## src/rtl/led_chain_pkg.sv

```systemverilog
// led_chain_pkg: shared state/mode types and the reset divider for the LED chain sequencer.
package led_chain_pkg;

    typedef enum logic [1:0] {
        IDLE,
        RUN,
        FROZEN
    } state_t;

    typedef enum logic [1:0] {
        MODE_UP,
        MODE_DOWN,
        MODE_PING,
        MODE_FILL
    } mode_t;

    localparam int LED_DEFAULT_DIV = 4;

endpackage

```

## src/rtl/led_prescaler.sv

```systemverilog
// led_prescaler: step-timing counter with enable and sync clear.
// o_tc marks the final count of each period while enabled.
module led_prescaler #(
    parameter int DIV_W = 16
) (
    input  logic             clk,
    input  logic             rst,
    input  logic             i_en,
    input  logic             i_clr,
    input  logic [DIV_W-1:0] i_div,
    output logic             o_tc
);

    logic [DIV_W-1:0] r_cnt;
    logic [DIV_W-1:0] w_lastCnt;

    // A divider of zero behaves like one, so the chain still steps every cycle.
    assign w_lastCnt = (i_div == '0) ? '0 : i_div - DIV_W'(1);
    assign o_tc      = i_en && (r_cnt >= w_lastCnt);

    always_ff @(posedge clk or negedge rst) begin
        if (!rst) begin
            r_cnt <= '0;
        end else if (i_clr) begin
            r_cnt <= '0;
        end else if (i_en) begin
            r_cnt <= o_tc ? '0 : r_cnt + DIV_W'(1);
        end
    end

endmodule

```

## src/rtl/led_chain_ctrl.sv

```systemverilog
// led_chain_ctrl: run/freeze sequencer that steps a chase pattern along an LED chain.
// Define LED_CHAIN_FILL_EN to build the fill pattern for mode 3; otherwise mode 3 chases up.
module led_chain_ctrl
    import led_chain_pkg::*;
#(
    parameter int N_LEDS      = 16,
    parameter int DIV_W       = 16,
    parameter int DEFAULT_DIV = LED_DEFAULT_DIV
) (
    input  logic                      clk,
    input  logic                      rst,
    input  logic                      start,
    input  logic                      stop,
    input  logic [1:0]                frz_req,
    input  logic                      cfg_valid,
    output logic                      cfg_ready,
    input  logic [1:0]                cfg_mode,
    input  logic [DIV_W-1:0]          cfg_div,
    output logic [N_LEDS-1:0]         led,
    output logic [$clog2(N_LEDS)-1:0] pos,
    output logic                      step,
    output logic                      frozen
);

    localparam int                PW       = $clog2(N_LEDS);
    localparam logic [PW-1:0]     LAST_POS = PW'(N_LEDS - 1);
    localparam logic [PW-1:0]     POS_ONE  = PW'(1);
    localparam logic [N_LEDS-1:0] LED_ONE  = N_LEDS'(1);

    state_t            r_state;
    mode_t             r_mode;
    logic [DIV_W-1:0]  r_div;
    logic [N_LEDS-1:0] r_led;
    logic [PW-1:0]     r_pos;
    logic              r_dirUp;
    logic              r_step;
    logic              r_frozen;
    logic              r_cfgReady;

    logic              w_freeze;
    logic              w_cfgXfer;
    logic              w_modeChange;
    logic              w_preEn;
    logic              w_preClr;
    logic              w_tc;
    logic [PW-1:0]     w_nextPos;
    logic              w_nextDir;
    logic [N_LEDS-1:0] w_nextLed;

    assign w_freeze     = |frz_req;
    assign w_cfgXfer    = cfg_valid && r_cfgReady && !stop;
    assign w_modeChange = (mode_t'(cfg_mode) != r_mode);
    assign w_preEn      = (r_state == RUN) && !w_freeze && !stop;
    assign w_preClr     = stop || (r_state == IDLE) || ((r_state == FROZEN) && w_cfgXfer);

    led_prescaler #(
        .DIV_W (DIV_W)
    ) u_prescaler (
        .clk   (clk),
        .rst   (rst),
        .i_en  (w_preEn),
        .i_clr (w_preClr),
        .i_div (r_div),
        .o_tc  (w_tc)
    );

    // Next pattern position; ping-pong turns at the ends without repeating them.
    always_comb begin
        w_nextPos = (r_pos == LAST_POS) ? '0 : r_pos + POS_ONE;
        w_nextDir = r_dirUp;
        case (r_mode)
            MODE_DOWN: begin
                w_nextPos = (r_pos == '0) ? LAST_POS : r_pos - POS_ONE;
            end
            MODE_PING: begin
                if (r_dirUp) begin
                    if (r_pos == LAST_POS) begin
                        w_nextPos = r_pos - POS_ONE;
                        w_nextDir = 1'b0;
                    end else begin
                        w_nextPos = r_pos + POS_ONE;
                    end
                end else begin
                    if (r_pos == '0) begin
                        w_nextPos = POS_ONE;
                        w_nextDir = 1'b1;
                    end else begin
                        w_nextPos = r_pos - POS_ONE;
                    end
                end
            end
            default: ;
        endcase
        w_nextLed = LED_ONE << w_nextPos;
`ifdef LED_CHAIN_FILL_EN
        if (r_mode == MODE_FILL) begin
            w_nextLed = (r_pos == LAST_POS) ? LED_ONE : (r_led | (LED_ONE << w_nextPos));
        end
`endif
    end

    // stop outranks everything, including a pending config offer.
    always_ff @(posedge clk or negedge rst) begin
        if (!rst) begin
            r_state    <= IDLE;
            r_mode     <= MODE_UP;
            r_div      <= DIV_W'(DEFAULT_DIV);
            r_led      <= '0;
            r_pos      <= '0;
            r_dirUp    <= 1'b1;
            r_step     <= 1'b0;
            r_frozen   <= 1'b0;
            r_cfgReady <= 1'b1;
        end else begin
            r_step <= 1'b0;
            if (stop) begin
                r_state    <= IDLE;
                r_led      <= '0;
                r_pos      <= '0;
                r_dirUp    <= 1'b1;
                r_frozen   <= 1'b0;
                r_cfgReady <= 1'b1;
            end else begin
                if (w_cfgXfer) begin
                    r_mode <= mode_t'(cfg_mode);
                    r_div  <= cfg_div;
                end
                case (r_state)
                    IDLE: begin
                        if (start) begin
                            r_led   <= LED_ONE;
                            r_pos   <= '0;
                            r_dirUp <= 1'b1;
                            if (w_freeze) begin
                                r_state    <= FROZEN;
                                r_frozen   <= 1'b1;
                                r_cfgReady <= 1'b1;
                            end else begin
                                r_state    <= RUN;
                                r_frozen   <= 1'b0;
                                r_cfgReady <= 1'b0;
                            end
                        end
                    end
                    RUN: begin
                        if (w_freeze) begin
                            r_state    <= FROZEN;
                            r_frozen   <= 1'b1;
                            r_cfgReady <= 1'b1;
                        end else if (w_tc) begin
                            r_step  <= 1'b1;
                            r_led   <= w_nextLed;
                            r_pos   <= w_nextPos;
                            r_dirUp <= w_nextDir;
                        end
                    end
                    FROZEN: begin
                        if (w_cfgXfer && w_modeChange) begin
                            r_led   <= LED_ONE;
                            r_pos   <= '0;
                            r_dirUp <= 1'b1;
                        end
                        if (!w_freeze) begin
                            r_state    <= RUN;
                            r_frozen   <= 1'b0;
                            r_cfgReady <= 1'b0;
                        end
                    end
                    default: begin
                        r_state <= IDLE;
                    end
                endcase
            end
        end
    end

    assign led       = r_led;
    assign pos       = r_pos;
    assign step      = r_step;
    assign frozen    = r_frozen;
    assign cfg_ready = r_cfgReady;

endmodule
```

## config.mk

```make
export PLATFORM = sky130hd
export DESIGN_NAME = led_chain_ctrl
export DESIGN_NICKNAME = d
export VERILOG_FILES = /design/src/rtl/led_chain_pkg.sv /design/src/rtl/led_prescaler.sv /design/src/rtl/led_chain_ctrl.sv
export SDC_FILE = /design/constraint.sdc
export NUM_CORES = 1
export LEC_CHECK = 0
export ABC_AREA = 1
export ABC_CLOCK_PERIOD_IN_PS = 4500
export BUFFER_PORTS_ARGS = -buffer_cell sky130_fd_sc_hd__buf_2
export CORE_UTILIZATION = 63
export CTS_CLUSTER_SIZE = 20
export DETAILED_ROUTE_END_ITERATION = 8
export PLACE_DENSITY = 0.82
export SYNTH_ARGS = -nofsm -noshare
export SYNTH_HDL_FRONTEND = slang
export SYNTH_SLANG_ARGS = --single-unit
export TNS_END_PERCENT = 50
```

## constraint.sdc

```tcl
create_clock -name clk -period 4.5 [get_ports clk]
set_input_delay 0.45 -clock clk [delete_from_list [all_inputs] [get_ports clk]]
set_output_delay 0.45 -clock clk [all_outputs]
set_load 0.01 [all_outputs]
```

* Yosys cells after proc, flatten, opt, wreduce, memory -nomap -nowiden
Cells that the tools add are included.
Cells by class: shift operators 1, eq/ne operators 13, multiplexer cells 49, $add $sub $neg 4, bitwise operators 1, reduce and logical (&&, ||, !) cells 22, multiply operators 0, magnitude comparators 1, divide/modulo/power cells 0
Operators by type and width (number):
- $mux W16 | 9
- $pmux W16 S3 | 1
- $mux W4 | 10
- $mux W1 | 19
- $add A16 B1 Y16 const B | 1
- $ge A16 B16 Y1 | 1
- $logic_not A16 Y1 | 1
- $shl A1 B4 Y16 const A | 1
- $sub A16 B1 Y16 const B | 1
- $ne A3 B3 Y1 const B | 4
- $pmux W4 S3 | 1
- $mux W2 | 5
- $ne A3 B2 Y1 const B | 3
- $pmux W4 S2 | 1
- $logic_and A1 B1 Y1 | 7
- $pmux W1 S3 | 2
- $pmux W2 S3 | 1
- $reduce_and A6 Y1 | 1
- $reduce_and A5 Y1 | 1
- $add A4 B1 Y4 const B | 1
- $eq A2 B1 Y1 const B | 2
- $eq A2 B2 Y1 const B | 2
- $eq A4 B4 Y1 const B | 1
- $logic_not A4 Y1 | 1
- 12 further kinds | 14
Storage, ports and cells: latch bits 0, RAM bits 0, bits in registers 60, input port bits 25, memories 0, output and inout bits 23, memory bits (read-only) 0

* Depth between registers and ports, before layout
Gate-level depths: netlist of the first run.
depth in word-level cells 9, mapped depth 23, depth with buffers taken out 22

* By module
From an unflattened synthesis of the first run, not the netlist that was laid out.
Unflattened totals: cells, all modules 547, area total of the unflattened synthesis 4156.5 um2
Modules (own cells, without submodules):
- led_chain_ctrl | area each 2328.5 um2, cells each 290, instances 1
- led_prescaler | area each 1828.0 um2, cells each 257, instances 1

* Worst setup path before layout of the first run
Ideal clock, no wire load.
kind register to register, start point reg r_div[0], end point reg r_led[10] (netlist: led[10]), slack 1.604 ns, buffers on the path 2, data arrival time 2.778 ns, library setup time 0.118 ns, cell stages (with the launch flop) 22, period minus slack after synthesis 2.896 ns, path through dfrtp_1 > inv_1 > ha_1 > nand2_1 > nor3_1 > nand3_1 > xor2_1 > nand2_1 > ha_1 > nand2_1 > inv_1 > nand3_1 > nor3_2 > nand2_1 > nand3_1 > nand2_2 > nand2_4 > nand2_1 > buf_6 > buf_6 > nand2_1 > nand2_1
On the way: longest elaborated chain between the ends 6
RTL lines:
- start: declaration | line led_chain_ctrl.sv:32 | logic [DIV_W-1:0] r_div;
- start signal: assignment | line led_chain_ctrl.sv:107 | r_div <= DIV_W'(DEFAULT_DIV);
- start signal: assignment | line led_chain_ctrl.sv:126 | r_div <= cfg_div;
- $sub A16 B1 Y16 or $logic_not A16 Y1 (tied branches) | line led_prescaler.sv:18 | assign w_lastCnt = (i_div == '0) ? '0 : i_div - DIV_W'(1);
- $mux W16 * | line led_prescaler.sv:18
- $ge A16 B16 Y1 * | line led_prescaler.sv:19 | assign o_tc = i_en && (r_cnt >= w_lastCnt);
- $logic_and A1 B1 Y1 * | line led_prescaler.sv:19
- $ne A3 B2 Y1 (no source line) *
- $reduce_and A5 Y1 (no source line) *
- end signal: assignment | line led_chain_ctrl.sv:152 | r_led <= w_nextLed;
- end: declaration | line led_chain_ctrl.sv:33 | logic [N_LEDS-1:0] r_led;
Every way passes the cells marked *; elsewhere a longest branch is shown, timed or not. A chain may end at the register's enable or synchronous reset.

* Worst setup path in the final report of the first run
start point reg r_div[0], end point reg r_pos[3] (netlist: pos[3])
On the way: longest elaborated chain between the ends 6
RTL lines:
- $sub A16 B1 Y16 or $logic_not A16 Y1 (tied branches) | line led_prescaler.sv:18
- $mux W16 * | line led_prescaler.sv:18
- $ge A16 B16 Y1 * | line led_prescaler.sv:19
- $logic_and A1 B1 Y1 * | line led_prescaler.sv:19
- $ne A3 B2 Y1 (no source line) *
- $reduce_and A5 Y1 (no source line) *
- end signal: assignment | line led_chain_ctrl.sv:153 | r_pos <= w_nextPos;
- end: declaration | line led_chain_ctrl.sv:34 | logic [PW-1:0] r_pos;
Marked as above.

==> results of run 1 <==
==> layer usage <==
layer	global-route usage	share of wire
met3	0.0578	0.031
met1	0.351	0.45
met4	0.151	0.035
met2	0.508	0.48
met5	0	0
==> cell usage after synthesis, drive strengths merged (5+ instances only) <==
master  count
o21ai      37
inv        56
nor2       56
nand3      30
xnor2       5
nand2     175
ha         27
nand4      15
xor2       18
a21oi      13
dfrtp      57
nor3       17
buf         8
==> registers in the layout, summed over array words and instances (netlist names) <==
name / count
frozen: 1
step: 1
r_mode: 2
pos: 4
r_state: 2
led: 16
cfg_ready: 1
r_dirUp: 1
u_prescaler.r_cnt: 16
r_div: 16
==> stage by stage <==
stage / total power, mW / util / hold WS (ps) / std cells / setup slack, ps
floorplan: 1.52 / - / 154 / 534 / 1600
global placement: 1.68 / 0.709 / 466 / 647 / 902
detailed placement: 1.72 / 0.709 / 461 / 647 / 748
CTS: 2.18 / 0.740 / 269 / 663 / 732
global route: 2.37 / 0.740 / 292 / 663 / 221
finish: 2.19 / 0.740 / 252 / 663 / 718
==> worst reg2reg max path, stage by stage (launching register included) <==
cell,delay [ps]
sky130_fd_sc_hd__dfrtp_1,380
sky130_fd_sc_hd__inv_1,110
sky130_fd_sc_hd__ha_1,200
sky130_fd_sc_hd__nand2_1,130
sky130_fd_sc_hd__nor3_1,450
sky130_fd_sc_hd__nand3_1,190
sky130_fd_sc_hd__xor2_1,170
sky130_fd_sc_hd__nand2_1,70
sky130_fd_sc_hd__ha_1,280
sky130_fd_sc_hd__nand2_1,70
sky130_fd_sc_hd__inv_1,50
sky130_fd_sc_hd__nand2_1,60
sky130_fd_sc_hd__nand2_1,50
sky130_fd_sc_hd__a21oi_1,120
sky130_fd_sc_hd__nand3_1,150
sky130_fd_sc_hd__nand2_2,130
sky130_fd_sc_hd__nand2_4,90
sky130_fd_sc_hd__nand2_1,650
sky130_fd_sc_hd__inv_1,160
sky130_fd_sc_hd__nand2_1,90
sky130_fd_sc_hd__o21ai_0,70
==> logic make-up (layout without fill, tap and decap cells) <==
group	Yosys count	count (layout)
adders and majority gates	27	27
AOI/OAI and AO/OA	57	57
buffers and inverters	67	121
DFF	60	60
and+or+nand+nor	300	300
xor gates and xnor gates	23	23
==> layout make-up <==
cell class                 count  area [sq um]
clock buffer                  11           151
multi-input combinational    407          2210
fill                         493          1560
timing repair buffer          49           250
clock inverter                 5          36.3
sequential                    60          1510
tap                           75          93.8
inverter                      56           218
==> path summary, 6_finish.rpt <==
path	from	endpoint	slack, ps
setup reg to reg	r_div[0]$_DFFE_PN0P_	pos[3]$_DFFE_PN0P_	720
hold reg to reg	led[9]$_DFFE_PN0P_	led[9]$_DFFE_PN0P_	490
min in group clk	cfg_div[2]	r_div[2]$_DFFE_PN1P_	310
setup / recovery	r_div[0]$_DFFE_PN0P_	pos[3]$_DFFE_PN0P_	720
hold / removal	rst	r_div[15]$_DFFE_PN0P_	250
max in group asynchronous	rst	pos[3]$_DFFE_PN0P_	3760
==> where the power goes <==
part | switching (mW) | internal [mW] | total (mW)
logic | 0.682 | 0.318 | 1.00
registers | 0.0943 | 0.638 | 0.733
clock network | 0.228 | 0.229 | 0.458
total | 1.00 | 1.19 | 2.19
==> impl_table.tex, run 1 <==
\begin{tabular}{lr}
\hline
Metric & Value \\
\hline
\multicolumn{2}{l}{\textbf{Status}} \\
\quad Status & finished, final reports clean \\
\multicolumn{2}{l}{\textbf{Yosys}} \\
\quad Proportion of synthesized chip area in sequential cells & 0.376 \\
\quad Avg Synthesized Cell Area & 7.50 sq um \\
\quad Compound-cell area share of the yosys netlist & 0.0775 \\
\quad Area share of the largest cell type after synthesis & 0.356 \\
\quad Number of warnings reported in the yosys synthesis log & 0 \\
\quad Adder and majority gate portion of the synthesized area & 0.0843 \\
\quad Cell variety after synth & 39 \\
\quad Share of async-settable or async-resettable flops after synthesis & 1.00 \\
\quad Simple logic cell fraction of the synthesized area & 0.339 \\
\quad Synth Cell Area & 4010 sq um \\
\quad Fraction of synthesized cell area in xor and xnor cells & 0.0503 \\
\quad Multiplexer share of the synthesized area & 0 \\
\quad Primary FF master, synth & sky130\_fd\_sc\_hd\_\_dfrtp\_1 \\
\quad Leading cell types by total area after synthesis & sky130\_fd\_sc\_hd\_\_dfrtp\_1 (36\%), sky130\_fd\_sc\_hd\_\_nand2\_1 (16\%), sky130\_fd\_sc\_hd\_\_ha\_1 (8.4\%) \\
\quad Flip-flop and latch count after synthesis & 60 \\
\quad Total nets after synthesis & 586 \\
\quad Mapped Cells & 534 \\
\quad Main combinational cell family by area after synthesis & simple AND/OR/NAND/NOR gates \\
\quad Cell taking the most area after synthesis & sky130\_fd\_sc\_hd\_\_dfrtp\_1 \\
\quad Post-synth EDFFs & 0 \\
\multicolumn{2}{l}{\textbf{Setup path}} \\
\quad Cell type of the slowest stage on the worst timing path & sky130\_fd\_sc\_hd\_\_nand2\_1 \\
\quad Kind of cell with the highest combined delay on the critical path & simple AND/OR/NAND/NOR gates \\
\quad Setup crit end kind & flip-flop \\
\quad Startpoint class of the critical path & flip-flop \\
\quad Buffering stage count on the worst path with inverters included & 3 \\
\quad Instance count on the critical path & 20 \\
\quad Worst-path fanout max & 29 \\
\quad Cell seen most often among critical-path stages & sky130\_fd\_sc\_hd\_\_nand2\_1 \\
\quad Kind of critical path & flip-flop to flip-flop \\
\quad CP Cell Sequence & inv\_1, ha\_1, nand2\_1, nor3\_1, nand3\_1, xor2\_1, nand2\_1, ha\_1, nand2\_1, inv\_1, nand2\_1, nand2\_1, a21oi\_1, nand3\_1, nand2\_2, nand2\_4, nand2\_1, inv\_1, nand2\_1, o21ai\_0 \\
\quad Slowest Stage Delay on Critical Path & 650 ps \\
\quad Reg2reg path depth & 20 \\
\quad Required time of the critical path & 4720 ps \\
\quad Data arrival time of the critical path & 4010 ps \\
\multicolumn{2}{l}{\textbf{Die}} \\
\quad Number of standard-cell rows in the floorplan & 28 \\
\quad Total Die Area & 6680 sq um \\
\quad Effective utilization at floorplan & 0.665 \\
\quad Core outline area & 6030 sq um \\
\quad IO Count & 48 \\
\quad Height of the die & 81.7 um \\
\quad Horiz. Die Dim & 81.7 um \\
\multicolumn{2}{l}{\textbf{Drt}} \\
\quad Detailed-route wire length per cell & 13.4 um \\
\quad Total wire length after detailed routing & 8.87 mm \\
\quad Routed vias/inst & 5.43 \\
\quad Residual DRC count & 0 \\
\quad Vias after detailed routing & 3598 \\
\quad Detailed Route Iter0 Violations & 134 \\
\quad DRT Pass-1 Iters & 4 \\
\quad Post-route antenna net violation count & 0 \\
\multicolumn{2}{l}{\textbf{Clocking}} \\
\quad Clock H-tree levels & 3 \\
\quad Number of buffers created by CTS & 9 \\
\quad Total setup buffers inserted after CTS & 0 \\
\quad Clock sink count & 60 \\
\quad Worst-path clk slew & 70 ps \\
\quad Maximum root-to-sink buffer count & 2 \\
\quad Root cell of the clock tree & sky130\_fd\_sc\_hd\_\_clkbuf\_8 \\
\quad TritonCTS clock tree & built \\
\quad Latest clock arrival within the worst-skew pair & 350 ps \\
\quad Number of gates resized after cts & 0 \\
\quad Number of hold buffers added after cts & 0 \\
\multicolumn{2}{l}{\textbf{STA}} \\
\quad Final number of max-transition violations & 0 \\
\quad Final clock skew & 8.29 ps \\
\quad Max-slew headroom at the worst pin & 0.431 \\
\quad Post-Route Setup TNS & 0 ps \\
\quad Total count of hold-check failures in the final report & 0 \\
\quad Transition at the pin with the smallest max-transition slack & 851 ps \\
\quad Number of setup violations in the final report & 0 \\
\quad Post-route clock period utilization & 0.841 \\
\quad Min Tclk post-route & 3780 ps \\
\quad Setup repair after global routing missed its margin & no \\
\quad Achievable frequency & 264 MHz \\
\multicolumn{2}{l}{\textbf{Power}} \\
\quad Leakage power figure & 2.33 nW \\
\quad IR drop worst, VDD & 346 uV \\
\quad Power per standard cell area & 491 nW/um\^{}2 \\
\multicolumn{2}{l}{\textbf{Layout}} \\
\quad Fraction of layout cells with a size suffix above 1 & 0.167 \\
\quad Net count of the finished layout & 635 \\
\quad Number of antenna cells inserted & 0 \\
\quad Commonest cells after routing, fill and taps aside & sky130\_fd\_sc\_hd\_\_nand2\_1 (170), sky130\_fd\_sc\_hd\_\_dfrtp\_1 (57), sky130\_fd\_sc\_hd\_\_inv\_1 (52) \\
\quad Most common cell after layout, fill and taps aside & sky130\_fd\_sc\_hd\_\_nand2\_1 \\
\quad Design area & 4460 sq um \\
\quad Layout overhead on the synthesized area & 11.4\% \\
\multicolumn{2}{l}{\textbf{GRT}} \\
\quad Largest net degree at the start of global routing & 61 \\
\quad Vias in the first global route & 3468 \\
\quad Total overflow reported by the global router & 0 \\
\quad Wire length of the first global-routing pass & 14.9 mm \\
\quad Antenna violations before repair & 0 \\
\quad Gr usage total & 0.296 \\
\multicolumn{2}{l}{\textbf{Placement}} \\
\quad Global placement routability congestion & 0.917 \\
\quad Hpwl dp & 6.58 mm \\
\quad Cell area after placement & 4270 sq um \\
\quad Total of buffers placed on input and output ports & 47 \\
\multicolumn{2}{l}{\textbf{Job}} \\
\quad MaxCap Viol Count & 0 \\
\multicolumn{2}{l}{\textbf{Worst hold path}} \\
\quad Hold Path Class & input port to asynchronous set/reset pin \\
\hline
\end{tabular}
Note: power is estimated with default switching activity, not from simulation.
==> inputs of run 2 (changes only) <==
--- a/config.mk
+++ b/config.mk
@@ -6,12 +6,12 @@
 export NUM_CORES = 1
 export LEC_CHECK = 0
 export ABC_AREA = 1
-export ABC_CLOCK_PERIOD_IN_PS = 4500
+export ABC_CLOCK_PERIOD_IN_PS = 3700
 export BUFFER_PORTS_ARGS = -buffer_cell sky130_fd_sc_hd__buf_2
-export CORE_UTILIZATION = 63
+export CORE_UTILIZATION = 59
 export CTS_CLUSTER_SIZE = 20
 export DETAILED_ROUTE_END_ITERATION = 8
-export PLACE_DENSITY = 0.82
+export PLACE_DENSITY = 0.78
 export SYNTH_ARGS = -nofsm -noshare
 export SYNTH_HDL_FRONTEND = slang
 export SYNTH_SLANG_ARGS = --single-unit
==> constraint.sdc (replaced) <==
create_clock -name clk -period 3.7 [get_ports clk]
set_input_delay 0.37 -clock clk [delete_from_list [all_inputs] [get_ports clk]]
set_output_delay 0.37 -clock clk [all_outputs]
set_load 0.01 [all_outputs]
==> impl_table.tex, run 2 (synthesized netlist as in run 1, its figures left out) <==
\begin{tabular}{lr}
\hline
Metric & Value \\
\hline
\multicolumn{2}{l}{\textbf{Status}} \\
\quad Status & finished, violations left \\
\quad Failing checks & DRC \\
\multicolumn{2}{l}{\textbf{Drt}} \\
\quad Routed vias/inst & 5.38 \\
\quad Vias after detailed routing & 3596 \\
\quad Detailed Route Iter0 Violations & 237 \\
\quad Post-route antenna net violation count & 0 \\
\quad Detailed-route wire length per cell & 13.3 um \\
\quad Residual DRC count & 2 \\
\quad DRT Pass-1 Iters & 8 \\
\quad Total wire length after detailed routing & 8.90 mm \\
\multicolumn{2}{l}{\textbf{Layout}} \\
\quad Fraction of layout cells with a size suffix above 1 & 0.171 \\
\quad Commonest cells after routing, fill and taps aside & sky130\_fd\_sc\_hd\_\_nand2\_1 (169), sky130\_fd\_sc\_hd\_\_dfrtp\_1 (57), sky130\_fd\_sc\_hd\_\_inv\_1 (52) \\
\quad Final Instance Count excl. Fillers & 669 \\
\quad Layout overhead on the synthesized area & 12.4\% \\
\quad Most common cell after layout, fill and taps aside & sky130\_fd\_sc\_hd\_\_nand2\_1 \\
\quad Net count of the finished layout & 639 \\
\quad Fill cell total of the finished layout & 534 \\
\quad Number of antenna cells inserted & 0 \\
\multicolumn{2}{l}{\textbf{Clocking}} \\
\quad Maximum root-to-sink buffer count & 2 \\
\quad Number of buffers created by CTS & 9 \\
\quad Clock H-tree levels & 3 \\
\quad Latest clock arrival within the worst-skew pair & 350 ps \\
\quad Root cell of the clock tree & sky130\_fd\_sc\_hd\_\_clkbuf\_8 \\
\quad Worst-path clk slew & 70 ps \\
\quad TritonCTS clock tree & built \\
\quad Clock sink count & 60 \\
\multicolumn{2}{l}{\textbf{Die}} \\
\quad IO Count & 48 \\
\quad Effective utilization at floorplan & 0.620 \\
\quad Height of the die & 84.4 um \\
\quad Horiz. Die Dim & 84.4 um \\
\quad Number of standard-cell rows in the floorplan & 29 \\
\quad Core outline area & 6460 sq um \\
\quad Total Die Area & 7120 sq um \\
\multicolumn{2}{l}{\textbf{Setup path}} \\
\quad Data arrival time of the critical path & 3540 ps \\
\quad Worst-path fanout max & 22 \\
\quad Startpoint class of the critical path & flip-flop \\
\quad Flop2flop setup slack & 400 ps \\
\quad Required time of the critical path & 3940 ps \\
\quad Kind of critical path & flip-flop to flip-flop \\
\quad Setup crit end kind & flip-flop \\
\multicolumn{2}{l}{\textbf{STA}} \\
\quad Number of setup violations in the final report & 0 \\
\quad Transition at the pin with the smallest max-transition slack & 902 ps \\
\quad Post-Route Setup TNS & 0 ps \\
\quad Achievable frequency & 303 MHz \\
\quad Setup repair after global routing missed its margin & no \\
\quad Final number of max-transition violations & 0 \\
\quad Final worst hold slack & 144 ps \\
\quad Max-slew headroom at the worst pin & 0.399 \\
\quad Min Tclk post-route & 3300 ps \\
\quad Post-route clock period utilization & 0.892 \\
\quad Total count of hold-check failures in the final report & 0 \\
\quad Final clock skew & 13.3 ps \\
\multicolumn{2}{l}{\textbf{Worst hold path}} \\
\quad Hold Path Class & input port to asynchronous set/reset pin \\
\multicolumn{2}{l}{\textbf{Power}} \\
\quad Comb power frac & 0.466 \\
\quad Net switching power of the design & 1.22 mW \\
\quad Power per standard cell area & 606 nW/um\^{}2 \\
\quad Switching part of the total power & 0.448 \\
\quad IR drop worst, VDD & 386 uV \\
\quad Clk pwr share & 0.207 \\
\quad Internal & 1.51 mW \\
\quad Leakage power figure & 2.36 nW \\
\quad Flop pwr share & 0.327 \\
\multicolumn{2}{l}{\textbf{GRT}} \\
\quad Total overflow reported by the global router & 0 \\
\quad Vias in the first global route & 3498 \\
\quad Wire length of the first global-routing pass & 15.4 mm \\
\quad Largest net degree at the start of global routing & 42 \\
\quad Gr usage total & 0.277 \\
\quad Antenna violations before repair & 0 \\
\multicolumn{2}{l}{\textbf{Placement}} \\
\quad Cell count after placement & 653 \\
\quad Total of buffers placed on input and output ports & 47 \\
\quad Global placement routability congestion & 0.921 \\
\quad Hpwl dp & 6.77 mm \\
\multicolumn{2}{l}{\textbf{Job}} \\
\quad MaxCap Viol Count & 0 \\
\hline
\end{tabular}
-- run 2: critical path, stage by stage (launching register included) --
cell and delay (ps):
sky130_fd_sc_hd__dfrtp_1 370, sky130_fd_sc_hd__inv_1 110, sky130_fd_sc_hd__nand2_1 100, sky130_fd_sc_hd__nor3_2 170
sky130_fd_sc_hd__nand2_1 160, sky130_fd_sc_hd__nor3_2 210, sky130_fd_sc_hd__inv_1 90, sky130_fd_sc_hd__nor3_1 190
sky130_fd_sc_hd__xor2_1 170, sky130_fd_sc_hd__nand2_1 70, sky130_fd_sc_hd__ha_1 290, sky130_fd_sc_hd__nand2_1 70
sky130_fd_sc_hd__inv_1 40, sky130_fd_sc_hd__o21bai_1 110, sky130_fd_sc_hd__nand2_1 60, sky130_fd_sc_hd__a21oi_1 130
sky130_fd_sc_hd__nand3_1 140, sky130_fd_sc_hd__nand2_2 120, sky130_fd_sc_hd__nand2_4 100, sky130_fd_sc_hd__nand2_2 180
sky130_fd_sc_hd__buf_12 180, sky130_fd_sc_hd__nor2_1 50, sky130_fd_sc_hd__nand2_1 60, sky130_fd_sc_hd__nand2_1 40
-- run 2: final cells by class --
cell class | count | area (sq um) | share of cell area
Clock buffer | 14 | 173 | 0.0383
Multi-Input combinational cell | 407 | 2210 | 0.491
Sequential cell | 60 | 1510 | 0.334
Clock inverter | 2 | 10.0 | 0.00222
Inverter | 56 | 218 | 0.0483
Timing Repair Buffer | 53 | 293 | 0.0650
Tap cell | 77 | 96.3 | 0.0214
-- run 2: metrics by stage --
| step | area, sq um | setup WS (ps) | power, mW | util |
|---|---|---|---|---|
| floorplan | 4010 | 804 | 1.85 | - |
| global placement | 4320 | 455 | 2.11 | 0.669 |
| detailed placement | 4320 | 326 | 2.16 | 0.669 |
| CTS | 4500 | 319 | 2.72 | 0.697 |
| global route | 4500 | 95.2 | 2.97 | 0.697 |
| finish | 4500 | 399 | 2.73 | 0.697 |
-- run 2: worst paths after layout --
kind,cells past startpoint,end,startpoint
setup / recovery,23,led[0]$_DFFE_PN0P_,r_div[0]$_DFFE_PN0P_
hold / removal,1,r_div[12]$_DFFE_PN0P_,rst
setup reg to reg,23,led[0]$_DFFE_PN0P_,r_div[0]$_DFFE_PN0P_
hold reg to reg,2,led[15]$_DFFE_PN0P_,led[15]$_DFFE_PN0P_
max in group asynchronous,2,r_div[2]$_DFFE_PN1P_,rst
min in group clk,3,r_div[4]$_DFFE_PN0P_,cfg_div[4]
-- run 2: metal layers --
layer	track usage	part of all wire	routed length, um
met3	0.0649	0.050	443
met5	0	0	0
met1	0.337	0.43	3850
met2	0.472	0.49	4380
met4	0.125	0.025	224
-- run 2: power groups by stage --
stage	registers, mW	logic [mW]	clock network, mW
finish	0.893	1.27	0.564
CTS	0.890	1.26	0.570
detailed placement	0.901	1.26	0
global placement	0.895	1.21	0
floorplan	0.881	0.973	0
global route	0.907	1.45	0.606
-- run 2: repair_timing --
item,CTS,global route
gates resized for setup,0,1
setup buffers,0,0
hold buffers,0,0
setup endpoints to repair,0,1
==> inputs of run 3 (changes only) <==
--- a/config.mk
+++ b/config.mk
@@ -8,10 +8,12 @@
 export ABC_AREA = 1
 export ABC_CLOCK_PERIOD_IN_PS = 3700
 export BUFFER_PORTS_ARGS = -buffer_cell sky130_fd_sc_hd__buf_2
-export CORE_UTILIZATION = 59
+export CELL_PAD_IN_SITES_DETAIL_PLACEMENT = 0
+export CELL_PAD_IN_SITES_GLOBAL_PLACEMENT = 1
+export CORE_UTILIZATION = 43
 export CTS_CLUSTER_SIZE = 20
 export DETAILED_ROUTE_END_ITERATION = 8
-export PLACE_DENSITY = 0.78
+export PLACE_DENSITY = 0.77
 export SYNTH_ARGS = -nofsm -noshare
 export SYNTH_HDL_FRONTEND = slang
 export SYNTH_SLANG_ARGS = --single-unit
==> impl_table.tex, run 3 (synthesized netlist as in run 1, its figures left out) <==
\begin{tabular}{lr}
\hline
Metric & Value \\
\hline
\multicolumn{2}{l}{\textbf{Status}} \\
\quad Status & finished, final reports clean \\
\multicolumn{2}{l}{\textbf{GRT}} \\
\quad Gr usage total & 0.206 \\
\quad Global routing's busiest layer & met2 \\
\quad Total overflow reported by the global router & 0 \\
\quad Met3 capacity usage during global routing & 0.0326 \\
\quad Antenna violations before repair & 0 \\
\quad Met2 usage in global routing & 0.358 \\
\quad Largest net degree at the start of global routing & 33 \\
\quad Wire length of the first global-routing pass & 15.9 mm \\
\quad Vias in the first global route & 3454 \\
\quad Met1 Usage GRT & 0.261 \\
\multicolumn{2}{l}{\textbf{Die}} \\
\quad Number of standard-cell rows in the floorplan & 34 \\
\quad Total Die Area & 9710 sq um \\
\quad Core outline area & 8890 sq um \\
\quad Height of the die & 98.5 um \\
\quad Horiz. Die Dim & 98.5 um \\
\quad IO Count & 48 \\
\quad Effective utilization at floorplan & 0.451 \\
\multicolumn{2}{l}{\textbf{Clocking}} \\
\quad Number of buffers created by CTS & 9 \\
\quad Total setup buffers inserted after CTS & 0 \\
\quad Clock H-tree levels & 3 \\
\quad Root cell of the clock tree & sky130\_fd\_sc\_hd\_\_clkbuf\_8 \\
\quad TritonCTS clock tree & built \\
\quad Worst-path clk slew & 70 ps \\
\quad Clock sink count & 60 \\
\quad Latest clock arrival within the worst-skew pair & 340 ps \\
\quad Maximum root-to-sink buffer count & 2 \\
\multicolumn{2}{l}{\textbf{Drt}} \\
\quad Post-route antenna net violation count & 0 \\
\quad Routed vias/inst & 5.04 \\
\quad Total wire length after detailed routing & 9.22 mm \\
\quad DRT Pass-1 Iters & 4 \\
\quad Residual DRC count & 0 \\
\quad Detailed-route wire length per cell & 13.2 um \\
\quad Detailed Route Iter0 Violations & 127 \\
\quad Vias after detailed routing & 3531 \\
\multicolumn{2}{l}{\textbf{Setup path}} \\
\quad Setup crit end kind & flip-flop \\
\quad Startpoint of the worst-slack reg-to-reg timing path & r\_div[0]\$\_DFFE\_PN0P\_ \\
\quad Capture point of the worst reg-to-reg path & led[0]\$\_DFFE\_PN0P\_ \\
\quad Data arrival time of the critical path & 3470 ps \\
\quad CP startpoint & r\_div[0]\$\_DFFE\_PN0P\_ \\
\quad Startpoint class of the critical path & flip-flop \\
\quad Critical path destination & led[0]\$\_DFFE\_PN0P\_ \\
\quad Kind of critical path & flip-flop to flip-flop \\
\quad Reg2reg path depth & 23 \\
\quad Worst-path fanout max & 24 \\
\quad Required time of the critical path & 3940 ps \\
\quad Flop2flop setup slack & 470 ps \\
\multicolumn{2}{l}{\textbf{STA}} \\
\quad Number of setup violations in the final report & 0 \\
\quad Min Tclk post-route & 3230 ps \\
\quad Final number of max-transition violations & 0 \\
\quad Transition at the pin with the smallest max-transition slack & 739 ps \\
\quad Achievable frequency & 310 MHz \\
\quad Post-route clock period utilization & 0.873 \\
\quad Max-slew headroom at the worst pin & 0.507 \\
\quad Final critical-path setup slack & 470 ps \\
\quad Post-Route Setup TNS & 0 ps \\
\quad Total count of hold-check failures in the final report & 0 \\
\quad Final clock skew & 6.57 ps \\
\multicolumn{2}{l}{\textbf{Power}} \\
\quad Leakage power figure & 2.38 nW \\
\quad IR drop worst, VDD & 292 uV \\
\quad Post-layout total power & 2.80 mW \\
\quad Power per standard cell area & 610 nW/um\^{}2 \\
\multicolumn{2}{l}{\textbf{Layout}} \\
\quad Most common cell after layout, fill and taps aside & sky130\_fd\_sc\_hd\_\_nand2\_1 \\
\quad Number of antenna cells inserted & 0 \\
\quad Commonest cells after routing, fill and taps aside & sky130\_fd\_sc\_hd\_\_nand2\_1 (168), sky130\_fd\_sc\_hd\_\_dfrtp\_1 (57), sky130\_fd\_sc\_hd\_\_inv\_1 (52) \\
\quad Layout overhead on the synthesized area & 14.4\% \\
\quad Final cell utilization of the core & 0.515 \\
\quad Final Instance Count excl. Fillers & 700 \\
\quad Fraction of layout cells with a size suffix above 1 & 0.174 \\
\quad Net count of the finished layout & 639 \\
\multicolumn{2}{l}{\textbf{Worst hold path}} \\
\quad Hold Path Class & input port to asynchronous set/reset pin \\
\multicolumn{2}{l}{\textbf{Placement}} \\
\quad Cell count after placement & 684 \\
\quad Total of buffers placed on input and output ports & 47 \\
\quad Global placement routability congestion & 0.838 \\
\quad Hpwl dp & 7.00 mm \\
\quad Worst slack, placed & 325 ps \\
\multicolumn{2}{l}{\textbf{Job}} \\
\quad MaxCap Viol Count & 0 \\
\hline
\end{tabular}
run 3: report_power, final:
| part | switching, mW | total [mW] | internal, mW |
|---|---|---|---|
| registers | 0.120 | 0.897 | 0.776 |
| clock network | 0.269 | 0.615 | 0.346 |
| logic | 0.845 | 1.28 | 0.439 |
run 3: worst max-delay path, stage by stage, from the launching register on:
cell and delay [ps]:
sky130_fd_sc_hd__dfrtp_1 380, sky130_fd_sc_hd__inv_1 110, sky130_fd_sc_hd__nand2_1 120, sky130_fd_sc_hd__nor3_4 160
sky130_fd_sc_hd__nand2_2 120, sky130_fd_sc_hd__nor3_4 220, sky130_fd_sc_hd__inv_1 80, sky130_fd_sc_hd__nor3_1 170
sky130_fd_sc_hd__xor2_1 170, sky130_fd_sc_hd__nand2_1 70, sky130_fd_sc_hd__ha_1 290, sky130_fd_sc_hd__nand2_1 80
sky130_fd_sc_hd__inv_1 40, sky130_fd_sc_hd__o21bai_1 110, sky130_fd_sc_hd__nand2_1 60, sky130_fd_sc_hd__a21oi_1 150
sky130_fd_sc_hd__nand3_1 140, sky130_fd_sc_hd__nand2_2 120, sky130_fd_sc_hd__nand2_4 100, sky130_fd_sc_hd__nand2_4 130
sky130_fd_sc_hd__buf_12 160, sky130_fd_sc_hd__nor2_1 50, sky130_fd_sc_hd__nand2_1 60, sky130_fd_sc_hd__nand2_1 40
run 3: what timing repair did:
item,CTS,global route
hold buffers,0,0
setup endpoints to repair,0,28
gates resized for setup,0,5
run 3: cell type report:
class                           count  area [sq um]
Sequential cell                    60          1510
Clock buffer                       12           155
Tap cell                          108           135
Inverter                           56           218
Fill cell                         879          4310
Clock inverter                      4          47.5
Timing Repair Buffer               53           293
Multi-Input combinational cell    407          2230
run 3: how the worst min path moves through the flow:
stage,from,to,slack [ps],cells past startpoint
after floorplan,rst,frozen$_DFFE_PN0P_,70,0
after global placement,led[14]$_DFFE_PN0P_,led[14]$_DFFE_PN0P_,460,2
after detailed placement,led[11]$_DFFE_PN0P_,led[11]$_DFFE_PN0P_,460,2
after CTS,rst,r_div[15]$_DFFE_PN0P_,110,1
after global routing,rst,r_div[15]$_DFFE_PN0P_,140,1
final,rst,r_div[15]$_DFFE_PN0P_,80,1
run 3: stage by stage:
stage               hold slack [ps]  cell area (sq um)
detailed placement              463               4360
floorplan                      74.4               4010
global route                    144               4580
CTS                             111               4560
global placement                464               4360
finish                         79.9               4580
run 3: routing by layer:
layer | share of wire | routed length (um)
met1 | 0.47 | 4380
met2 | 0.48 | 4400
met3 | 0.031 | 284
met4 | 0.016 | 151
met5 | 0 | 0
